### src/rtl/uart_tx_fifo_if.sv
// Bus-side write port and transmitter handshake of the UART0 transmit queue.
// The queue takes the slave modport; the bus/transmitter side takes the master modport.
interface uart_tx_fifo_if #(
    parameter int ADDR_W = 4
);
    logic              wr_en;
    logic [7:0]        wr_data;
    logic              flush;
    logic              clear_overflow;
    logic              full;
    logic              empty;
    logic [ADDR_W:0]   count;
    logic              overflow;
    logic              busy;
    logic              tx_enable;
    logic [7:0]        tx_data;
    logic              tx_done;

    modport master (
        output wr_en, wr_data, flush, clear_overflow, tx_done,
        input  full, empty, count, overflow, busy, tx_enable, tx_data
    );

    modport slave (
        input  wr_en, wr_data, flush, clear_overflow, tx_done,
        output full, empty, count, overflow, busy, tx_enable, tx_data
    );
endinterface

### src/rtl/uart_tx_fifo.sv
// Byte FIFO between bus writes to UART0 data and the serial transmitter;
// a three-state launcher drains one byte per uart_tx frame.
module uart_tx_fifo #(
    parameter int DEPTH  = 16,
    parameter int ADDR_W = 4
) (
    input  logic           clk,
    input  logic           rst,
    uart_tx_fifo_if.slave  bus
);
    typedef enum logic [1:0] {IDLE, WAIT_BUSY, WAIT_DONE} state_t;

    localparam logic [ADDR_W:0]   DEPTH_CNT = (ADDR_W+1)'(DEPTH);
    localparam logic [ADDR_W:0]   CNT_ONE   = 1;
    localparam logic [ADDR_W-1:0] PTR_ONE   = 1;

    state_t            state_q, state_d;
    logic [7:0]        mem_q [DEPTH];
    logic [7:0]        mem_d [DEPTH];
    logic [ADDR_W-1:0] rd_ptr_q, rd_ptr_d;
    logic [ADDR_W-1:0] wr_ptr_q, wr_ptr_d;
    logic [ADDR_W:0]   count_q, count_d;
    logic              overflow_q, overflow_d;
    logic              tx_enable_q, tx_enable_d;
    logic [7:0]        tx_data_q, tx_data_d;
    logic              full, empty, push, pop;

    // full is judged on the pre-edge count, so a write while full is lost
    // even when the launcher frees a slot on the same edge.
    assign full  = (count_q == DEPTH_CNT);
    assign empty = (count_q == '0);
    assign push  = bus.wr_en && !full;
    assign pop   = (state_q == IDLE) && !empty && bus.tx_done && !bus.flush;

    always_comb begin
        mem_d = mem_q;
        if (push && !bus.flush) begin
            mem_d[wr_ptr_q] = bus.wr_data;
        end
    end

    always_comb begin
        rd_ptr_d   = rd_ptr_q;
        wr_ptr_d   = wr_ptr_q;
        count_d    = count_q;
        overflow_d = overflow_q;
        if (bus.flush) begin
            rd_ptr_d = '0;
            wr_ptr_d = '0;
            count_d  = '0;
        end else begin
            if (push) wr_ptr_d = wr_ptr_q + PTR_ONE;
            if (pop)  rd_ptr_d = rd_ptr_q + PTR_ONE;
            if (push && !pop)      count_d = count_q + CNT_ONE;
            else if (pop && !push) count_d = count_q - CNT_ONE;
        end
        if (bus.wr_en && full)         overflow_d = 1'b1;
        else if (bus.clear_overflow)   overflow_d = 1'b0;
    end

    always_comb begin
        state_d     = state_q;
        tx_enable_d = 1'b0;
        tx_data_d   = tx_data_q;
        unique case (state_q)
            IDLE: begin
                if (pop) begin
                    tx_data_d   = mem_q[rd_ptr_q];
                    tx_enable_d = 1'b1;
                    state_d     = WAIT_BUSY;
                end
            end
            WAIT_BUSY: if (!bus.tx_done) state_d = WAIT_DONE;
            WAIT_DONE: if (bus.tx_done)  state_d = IDLE;
            default:   state_d = IDLE;
        endcase
    end

    // Storage carries no reset; pointers and count define what is valid.
    always_ff @(posedge clk) begin
        mem_q <= mem_d;
    end

    always_ff @(posedge clk or posedge rst) begin
        if (rst) begin
            rd_ptr_q   <= '0;
            wr_ptr_q   <= '0;
            count_q    <= '0;
            overflow_q <= 1'b0;
        end else begin
            rd_ptr_q   <= rd_ptr_d;
            wr_ptr_q   <= wr_ptr_d;
            count_q    <= count_d;
            overflow_q <= overflow_d;
        end
    end

    always_ff @(posedge clk or posedge rst) begin
        if (rst) begin
            state_q     <= IDLE;
            tx_enable_q <= 1'b0;
            tx_data_q   <= 8'h00;
        end else begin
            state_q     <= state_d;
            tx_enable_q <= tx_enable_d;
            tx_data_q   <= tx_data_d;
        end
    end

    assign bus.full      = full;
    assign bus.empty     = empty;
    assign bus.count     = count_q;
    assign bus.overflow  = overflow_q;
    assign bus.busy      = !empty || (state_q != IDLE);
    assign bus.tx_enable = tx_enable_q;
    assign bus.tx_data   = tx_data_q;
endmodule
### src/flat_wrapper.sv
// flat-port wrapper written by rule: the top's interface ports become plain ports
module uart_tx_fifo_flat 
#(
    parameter int DEPTH  = 16,
    parameter int ADDR_W = 4
)
  (clk, rst, bus_wr_en, bus_wr_data, bus_flush, bus_clear_overflow, bus_tx_done, bus_full, bus_empty, bus_count, bus_overflow, bus_busy, bus_tx_enable, bus_tx_data);
  uart_tx_fifo_if #(.ADDR_W(ADDR_W)) bus_i ();
  input  logic clk;
  input  logic rst;
  input wire logic [$bits(bus_i.wr_en)-1:0] bus_wr_en;
  input wire logic [$bits(bus_i.wr_data)-1:0] bus_wr_data;
  input wire logic [$bits(bus_i.flush)-1:0] bus_flush;
  input wire logic [$bits(bus_i.clear_overflow)-1:0] bus_clear_overflow;
  input wire logic [$bits(bus_i.tx_done)-1:0] bus_tx_done;
  output wire logic [$bits(bus_i.full)-1:0] bus_full;
  output wire logic [$bits(bus_i.empty)-1:0] bus_empty;
  output wire logic [$bits(bus_i.count)-1:0] bus_count;
  output wire logic [$bits(bus_i.overflow)-1:0] bus_overflow;
  output wire logic [$bits(bus_i.busy)-1:0] bus_busy;
  output wire logic [$bits(bus_i.tx_enable)-1:0] bus_tx_enable;
  output wire logic [$bits(bus_i.tx_data)-1:0] bus_tx_data;
  assign bus_i.wr_en = bus_wr_en;
  assign bus_i.wr_data = bus_wr_data;
  assign bus_i.flush = bus_flush;
  assign bus_i.clear_overflow = bus_clear_overflow;
  assign bus_i.tx_done = bus_tx_done;
  assign bus_full = bus_i.full;
  assign bus_empty = bus_i.empty;
  assign bus_count = bus_i.count;
  assign bus_overflow = bus_i.overflow;
  assign bus_busy = bus_i.busy;
  assign bus_tx_enable = bus_i.tx_enable;
  assign bus_tx_data = bus_i.tx_data;
  uart_tx_fifo #(.DEPTH(DEPTH), .ADDR_W(ADDR_W)) u_core (.clk(clk), .rst(rst), .bus(bus_i));
endmodule
### config.mk
export PLATFORM = sky130hd
export DESIGN_NAME = uart_tx_fifo_flat
export DESIGN_NICKNAME = d
export VERILOG_FILES = /design/src/rtl/uart_tx_fifo_if.sv /design/src/rtl/uart_tx_fifo.sv /design/src/flat_wrapper.sv
export SDC_FILE = /design/constraint.sdc
export NUM_CORES = 1
export LEC_CHECK = 0
export BUFFER_PORTS_ARGS = -buffer_cell sky130_fd_sc_hd__buf_2
export CAP_MARGIN = 15
export CORE_MARGIN = 2
export CORE_UTILIZATION = 30
export CTS_BUF_LIST = sky130_fd_sc_hd__clkbuf_16
export DETAILED_ROUTE_END_ITERATION = 12
export PLACE_DENSITY_LB_ADDON = 0.3
export REMOVE_ABC_BUFFERS = 1
export SETUP_SLACK_MARGIN = 0.2
export SYNTH_ARGS = -nofsm -noshare
export SYNTH_HDL_FRONTEND = slang
export SYNTH_SLANG_ARGS = --single-unit
### constraint.sdc
create_clock -name clk -period 3.5 [get_ports clk]
set_clock_uncertainty 0.15 [all_clocks]
set_input_delay 0.175 -clock clk [delete_from_list [all_inputs] [get_ports clk]]
set_output_delay 0.175 -clock clk [all_outputs]
set_load 0.02 [all_outputs]
==> key figures, run 1 <==
CTS
  – Clk buf depth: 2
  – Clk_lat worst skew: 420 ps
  – Sink Count: 153
  – Root Buffer Master: clkbuf_16
  – Htree depth: 4
  – CTS tree: done
  – Clock transition at the registers of the reported paths: 60 ps
  – CTS buffer count: 17

Logic synthesis
  – Cell taking the most area after synthesis: edfxtp_1
  – Most frequent cells after synthesis: edfxtp_1 (128), mux4_2 (32), dfrtp_1 (25)
  – Post-Syn Area: 6270 um^2
  – Synth Flop Type: edfxtp_1
  – Synthesized flop and latch total: 153
  – Area share of the leading cell type in the synthesized netlist: 0.613
  – Avg Inst Size Synth: 17.8 um^2
  – Post-synth ARST share: 0.163
  – Post-synth EDFFs: 128
  – Synth warn: 0
  – Most frequent cell after synthesis: edfxtp_1
  – Post-synthesis sequential area ratio: 0.712
  – Distinct cells, synth: 41
  – Mapped Cells: 353
  – Most area-consuming cells after synthesis: edfxtp_1 (61%), mux4_2 (11%), dfrtp_1 (10%), mux2i_1 (3.2%), ha_1 (1.8%)

Routing
  – WL met3: 757 um
  – # DRC: 0
  – Wire length on met1: 5.59 mm
  – Initial DRC Count: 229
  – Routed len/inst: 18.5 um
  – Met2 WL post-DR: 6.31 mm
  – Routed WL: 13.0 mm
  – DR pass1 iterations: 4
  – Post-route ant nets: 0
  – Via/cell ratio: 4.74
  – Top Layer Used: met4
  – DR vias: 3334

STA
  – Least-Margin Pin Slew: 536 ps
  – Fin. max-slew vios: 0
  – TNS Setup: 0 ps
  – Setup Viol. Count Final: 0
  – Period utilization: 0.854
  – Fmax: 0.335 GHz
  – Slew HR: 0.643
  – Final Hold Vio Count: 0
  – Setup ws final: 512 ps
  – Unrepaired setup endpoints after global routing: no
  – Hold_ws: 164 ps
  – Fin crit period: 2990 ps

Cells and area
  – Final nets: 445
  – FF/Latch Area: 4470 um^2
  – Multi-input gate area: 1690 um^2
  – Share of layout cells above drive strength 1: 0.272
  – Diodes inserted: 0
  – Number of fill cells: 1877
  – Core Util, Final: 0.373
  – Layout area overhead: 21.0%

Floorplan
  – Core ar.: 20400 um^2
  – Die W: 149 um
  – Effective utilization at floorplan: 0.308
  – DIE AREA: 22100 um^2
  – Die height: 149 um
  – I/O pins: 32
  – Core Rows: 52

Power
  – PD cells: 647 nW/um^2
  – Max rail drop VDD: 0.000258 V
  – PnR Total Power: 4910 uW
  – Leak: 0.00260 uW

Setup path
  – Critical path endpoint category: flop
  – Slowest stage delay, CP: 730 ps
  – Worst r2r src: u_core.bus.count[1]
  – Worst reg2reg setup slack: 510 ps
  – Reg-to-Reg End: u_core.bus.count[4]
  – Type of the worst setup path: reg2reg
  – CP most frequent cell: a21oi_1
  – Arrival time worst endpoint: 3180 ps
  – Data required, critical path: 3690 ps
  – Crit path cell chain: or4_1, o211ai_2, nand2_1, ha_1, a21oi_1, a21oi_1, a211o_1, a31oi_1
  – Critical-path maximum fanout: 9
  – Critical Path Start Type: flop
  – Slowest CP cell: or4_1
  – Worst r2r path cells: 8

Status
  – Status: completed

Global route
  – Initial antenna violation count: 0
  – First-pass GRT wire length: 20.0 mm
  – Vias in the first global route: 3533
  – GRT overflow: 0
  – Largest net degree at the start of global routing: 35
  – Tot GR Track Use: 0.127

Place
  – Worst slack, placed: 562 ps
  – DP HPWL: 8.18 mm
  – Port bufs: 31
  – GPL Wtd Cong: 0.784

Run
  – Max-cap viol count: 0

Hold path
  – Hold WC Path Type: in2async
sequential cells by signal (all words and copies together), names as in the netlist:
| signal | flops |
|---|---|
| u_core.bus.count | 5 |
| u_core.bus.overflow | 1 |
| u_core.bus.tx_data | 8 |
| u_core.bus.tx_enable | 1 |
| u_core.mem_q | 128 |
| u_core.rd_ptr_q | 4 |
| u_core.state_q | 2 |
| u_core.wr_ptr_q | 4 |
cell type report:
class / instances / share of cell area
sequential: 153 / 0.589
multi-input combinational: 172 / 0.222
timing repair buffer: 68 / 0.0643
clock buffer: 17 / 0.0560
tap: 270 / 0.0445
clock inverter: 15 / 0.0198
inverter: 9 / 0.00445
logic make-up (layout without fill, tap and decap cells):
family,after synthesis,count (layout),share of synthesized area
flip-flops,153,153,0.712
AND/OR/NAND/NOR,68,68,0.0501
multiplexers,53,53,0.149
AO/OA/AOI/OAI,34,34,0.0391
buffers and inverters,28,109,0.0189
adder cells (fa/ha/maj),10,10,0.0211
XOR/XNOR,7,7,0.00977
worst max path at each step:
stage,startpoint,to,cells past startpoint
final,u_core.bus.count[1],u_core.bus.count[4],8
after CTS,u_core.bus.count[1],u_core.bus.count[4],8
after floorplan,u_core.bus.count[1],u_core.bus.count[4],8
after global placement,u_core.bus.count[1],u_core.bus.count[4],8
after global routing,u_core.bus.count[1],u_core.bus.count[4],8
after detailed placement,u_core.bus.count[1],u_core.bus.count[4],8
metal layers:
metal | vias to the layer above | global-route usage
li1 | 1526 | -
met1 | 1693 | 0.158
met2 | 90 | 0.203
met3 | 25 | 0.0371
met4 | 0 | 0.0624
met5 | - | 0
power breakdown:
part | switching [uW] | internal, uW | total [uW]
clock | 726 | 1050 | 1770
sequential | 136 | 2090 | 2230
combinational | 551 | 357 | 907
worst max-delay path: cells and delay by family (launching register included):
kind	cells	cell delay (ps)
compound gates	5	990
flops	1	470
fa+ha+maj	1	390
simple gates	2	910
what timing repair did:
| action | CTS | global route |
|---|---|---|
| hold buffers | 14 | 0 |
| buffers inserted | 0 | 0 |
| resized for setup | 0 | 0 |
| setup endpoints to repair | 0 | 0 |
| hold endpoints to repair | 165 | 0 |
through the flow:
stage / std cells / cell area, um^2
3_5_place_dp: 657 / 6850
3_3_place_gp: 657 / 6850
5_1_grt: 704 / 7590
6_report: 704 / 7590
2_1_floorplan: 334 / 6190
4_1_cts: 703 / 7560
cell usage in the layout, fill, tap and decap left out, types with 11 or more instances in the layout:
cell	count
buf_2	31
buf_4	22
clkbuf_16	17
dfrtp_1	24
dlygate4sd3_1	14
edfxtp_1	128
inv_1	11
mux2i_1	20
mux4_2	32
nand2_1	24
nor2_1	23
(Power assumes the default switching activity.)
==> run 2, diff against run 1 <==
--- a/config.mk
+++ b/config.mk
@@ -12,7 +12,6 @@
 export CTS_BUF_LIST = sky130_fd_sc_hd__clkbuf_16
 export DETAILED_ROUTE_END_ITERATION = 12
 export PLACE_DENSITY_LB_ADDON = 0.3
-export REMOVE_ABC_BUFFERS = 1
 export SETUP_SLACK_MARGIN = 0.2
 export SYNTH_ARGS = -nofsm -noshare
 export SYNTH_HDL_FRONTEND = slang
==> run 2 against run 1 <==
  * Flip-flop and latch count unchanged
  * First-iteration DRC count down 7.9%
  * Maximum frequency up 0.74%
  * Sequential share of layout area up 0.13 points
  * Combinational power about the same
  * Routed wire length down 1.1%
  * Design area down 0.21%
  * Critical path type unchanged
==> key figures, run 2 (synthesis results as in run 1) <==
Status
  – Status: completed

Cells and area
  – Core Util, Final: 0.372 (-0.000798)
  – Number of flip-flops in the largest register: 128 (unchanged)
  – Commonest cells after routing, fill and taps aside: edfxtp_1 (128), mux4_2 (32), buf_2 (31), nand2_1 (24), dfrtp_1 (24)
  – Diodes inserted: 0 (unchanged)
  – Number of fill cells: 1882 (+0.27%)
  – Layout area overhead: 20.7%
  – Final nets: 444 (-0.22%)
  – Design Area, Final: 7570 um^2 (-0.21%)
  – Biggest register: u_core.mem_q
  – Final cell count without fillers: 703 (-0.14%)
  – Most common cell after layout, fill and taps aside: edfxtp_1
  – Share of layout cells above drive strength 1: 0.273 (+0.000628)

Routing
  – Post-route ant nets: 0 (unchanged)
  – Routed WL: 12.9 mm (-1.1%)
  – Initial DRC Count: 211 (-7.9%)
  – Wire length on met1: 5.57 mm (-0.43%)
  – Top Layer Used: met4
  – # DRC: 0 (unchanged)
  – DR vias: 3324 (-0.30%)
  – WL met3: 694 um (-8.3%)
  – Via/cell ratio: 4.73 (-0.16%)
  – Met2 WL post-DR: 6.49 mm (+2.9%)
  – Routed len/inst: 18.3 um (-0.93%)
  – DR pass1 iterations: 4 (unchanged)

STA
  – Setup ws final: 533 ps (+21.9 ps)
  – Fmax: 0.337 GHz (+0.74%)
  – Unrepaired setup endpoints after global routing: no
  – Setup Viol. Count Final: 0 (unchanged)
  – Fin. max-slew vios: 0 (unchanged)
  – Slew HR: 0.449 (-0.194)
  – Least-Margin Pin Slew: 827 ps (+291 ps)
  – TNS Setup: 0 ps (unchanged)
  – Period utilization: 0.848 (-0.00627)
  – Fin crit period: 2970 ps (-21.9 ps)
  – Final Hold Vio Count: 0 (unchanged)

Power
  – Max rail drop VDD: 0.000351 V (+36%)
  – PD cells: 639 nW/um^2 (-1.2%)
  – Leak: 0.00259 uW (-0.10%)

Global route
  – Vias in the first global route: 3431 (-2.9%)
  – Largest net degree at the start of global routing: 26 (-26%)
  – Initial antenna violation count: 0 (unchanged)
  – First-pass GRT wire length: 19.8 mm (-0.83%)
  – Tot GR Track Use: 0.124 (-0.00250)
  – GRT overflow: 0 (unchanged)

CTS
  – Root Buffer Master: clkbuf_16
  – Clock transition at the registers of the reported paths: 60 ps (about the same)
  – Clk buf depth: 2 (unchanged)
  – CTS tree: done
  – Sink Count: 153 (unchanged)
  – Clk_lat worst skew: 430 ps (about the same)
  – CTS buffer count: 17 (unchanged)
  – Htree depth: 4 (unchanged)

Place
  – Worst slack, placed: 566 ps (+3.34 ps)
  – Dpl cells: 656 (-0.15%)
  – Port bufs: 31 (unchanged)
  – DP HPWL: 8.21 mm (+0.30%)
  – GPL Wtd Cong: 0.807 (+3.0%)
  – Post-DP Area: 6850 um^2 (about the same)

Setup path
  – CP most frequent cell: a21oi_1
  – Data required, critical path: 3690 ps (about the same)
  – Crit path cell chain: or4_1, o211ai_2, nand2_1, ha_1, a21oi_1, a21oi_1, a211o_1, a31oi_1
  – Critical Path Start Type: flop
  – Slowest CP cell: or4_1
  – Slowest stage delay, CP: 720 ps (about the same)
  – Critical path's top delay family: compound AO/OA/AOI/OAI gates
  – Type of the worst setup path: reg2reg
  – CP Buf/Inv Count: 0 (unchanged)
  – Arrival time worst endpoint: 3160 ps (-20 ps)
  – Critical path endpoint category: flop
  – Critical-path maximum fanout: 9 (unchanged)

Floorplan
  – Core Rows: 52 (unchanged)
  – I/O pins: 32 (unchanged)
  – Effective utilization at floorplan: 0.308 (unchanged)
  – Die height: 149 um (unchanged)
  – Core ar.: 20400 um^2 (unchanged)
  – Die W: 149 um (unchanged)
  – DIE AREA: 22100 um^2 (unchanged)

Hold path
  – Hold WC Path Type: in2async

Logic synthesis
  – Syn nets: 377

Run
  – Max-cap viol count: 0 (unchanged)
run 2: timing repair:
action / CTS / global route
resized for setup: 0 / 0
hold buffers: 14 / 0
endpoints found under the hold margin: 156 / 0
setup buffers: 0 / 0
run 2: final cells by class:
class	count	area (um^2)	share of cell area
Timing Repair Buffer	67	493	0.0651
Multi-Input combinational cell	172	1690	0.222
Sequential cell	153	4470	0.590
Inverter	9	33.8	0.00446
Tap cell	270	338	0.0446
Clock buffer	17	425	0.0562
Clock inverter	15	129	0.0170
run 2: power by group:
part           internal [uW]  switching [uW]  total, uW
sequential              2090             130       2220
combinational            357             547        904
clock                    979             734       1710
total                   3430            1410       4840
run 2: worst reg2reg max path, delay by kind of cell, from the launching register on:
family,cells,cell delay (ps)
adder cells (fa/ha/maj),1,380
flip-flops,1,470
AND/OR/NAND/NOR,2,900
AO/OA/AOI/OAI,5,980
run 2: metal layers:
layer	up-vias	GRT usage
met5	-	0
met4	0	0.0357
met3	12	0.0359
met2	76	0.206
met1	1714	0.159
li1	1522	-
run 2: path summary, 6_finish.rpt:
kind	to	start	slack (ps)	cells past startpoint
worst min-delay path	u_core.bus.count[3]	rst	210	3
max in group asynchronous	u_core.bus.tx_data[5]	rst	2510	4
worst min register to register	u_core.bus.tx_data[3]	u_core.bus.tx_data[3]	380	2
worst max register to register	u_core.bus.count[4]	u_core.bus.count[1]	530	8
worst max-delay path	u_core.bus.count[4]	u_core.bus.count[1]	530	8
min in group clk	u_core.state_q[1]	bus_tx_done	330	3
run 2: per-stage QoR:
step | hold slack [ps] | total power (uW)
after floorplan | 52.3 | 2850
after global placement | 204 | 3110
after detailed placement | 207 | 3140
after CTS | 302 | 4880
after global routing | 243 | 5070
final | 208 | 4840
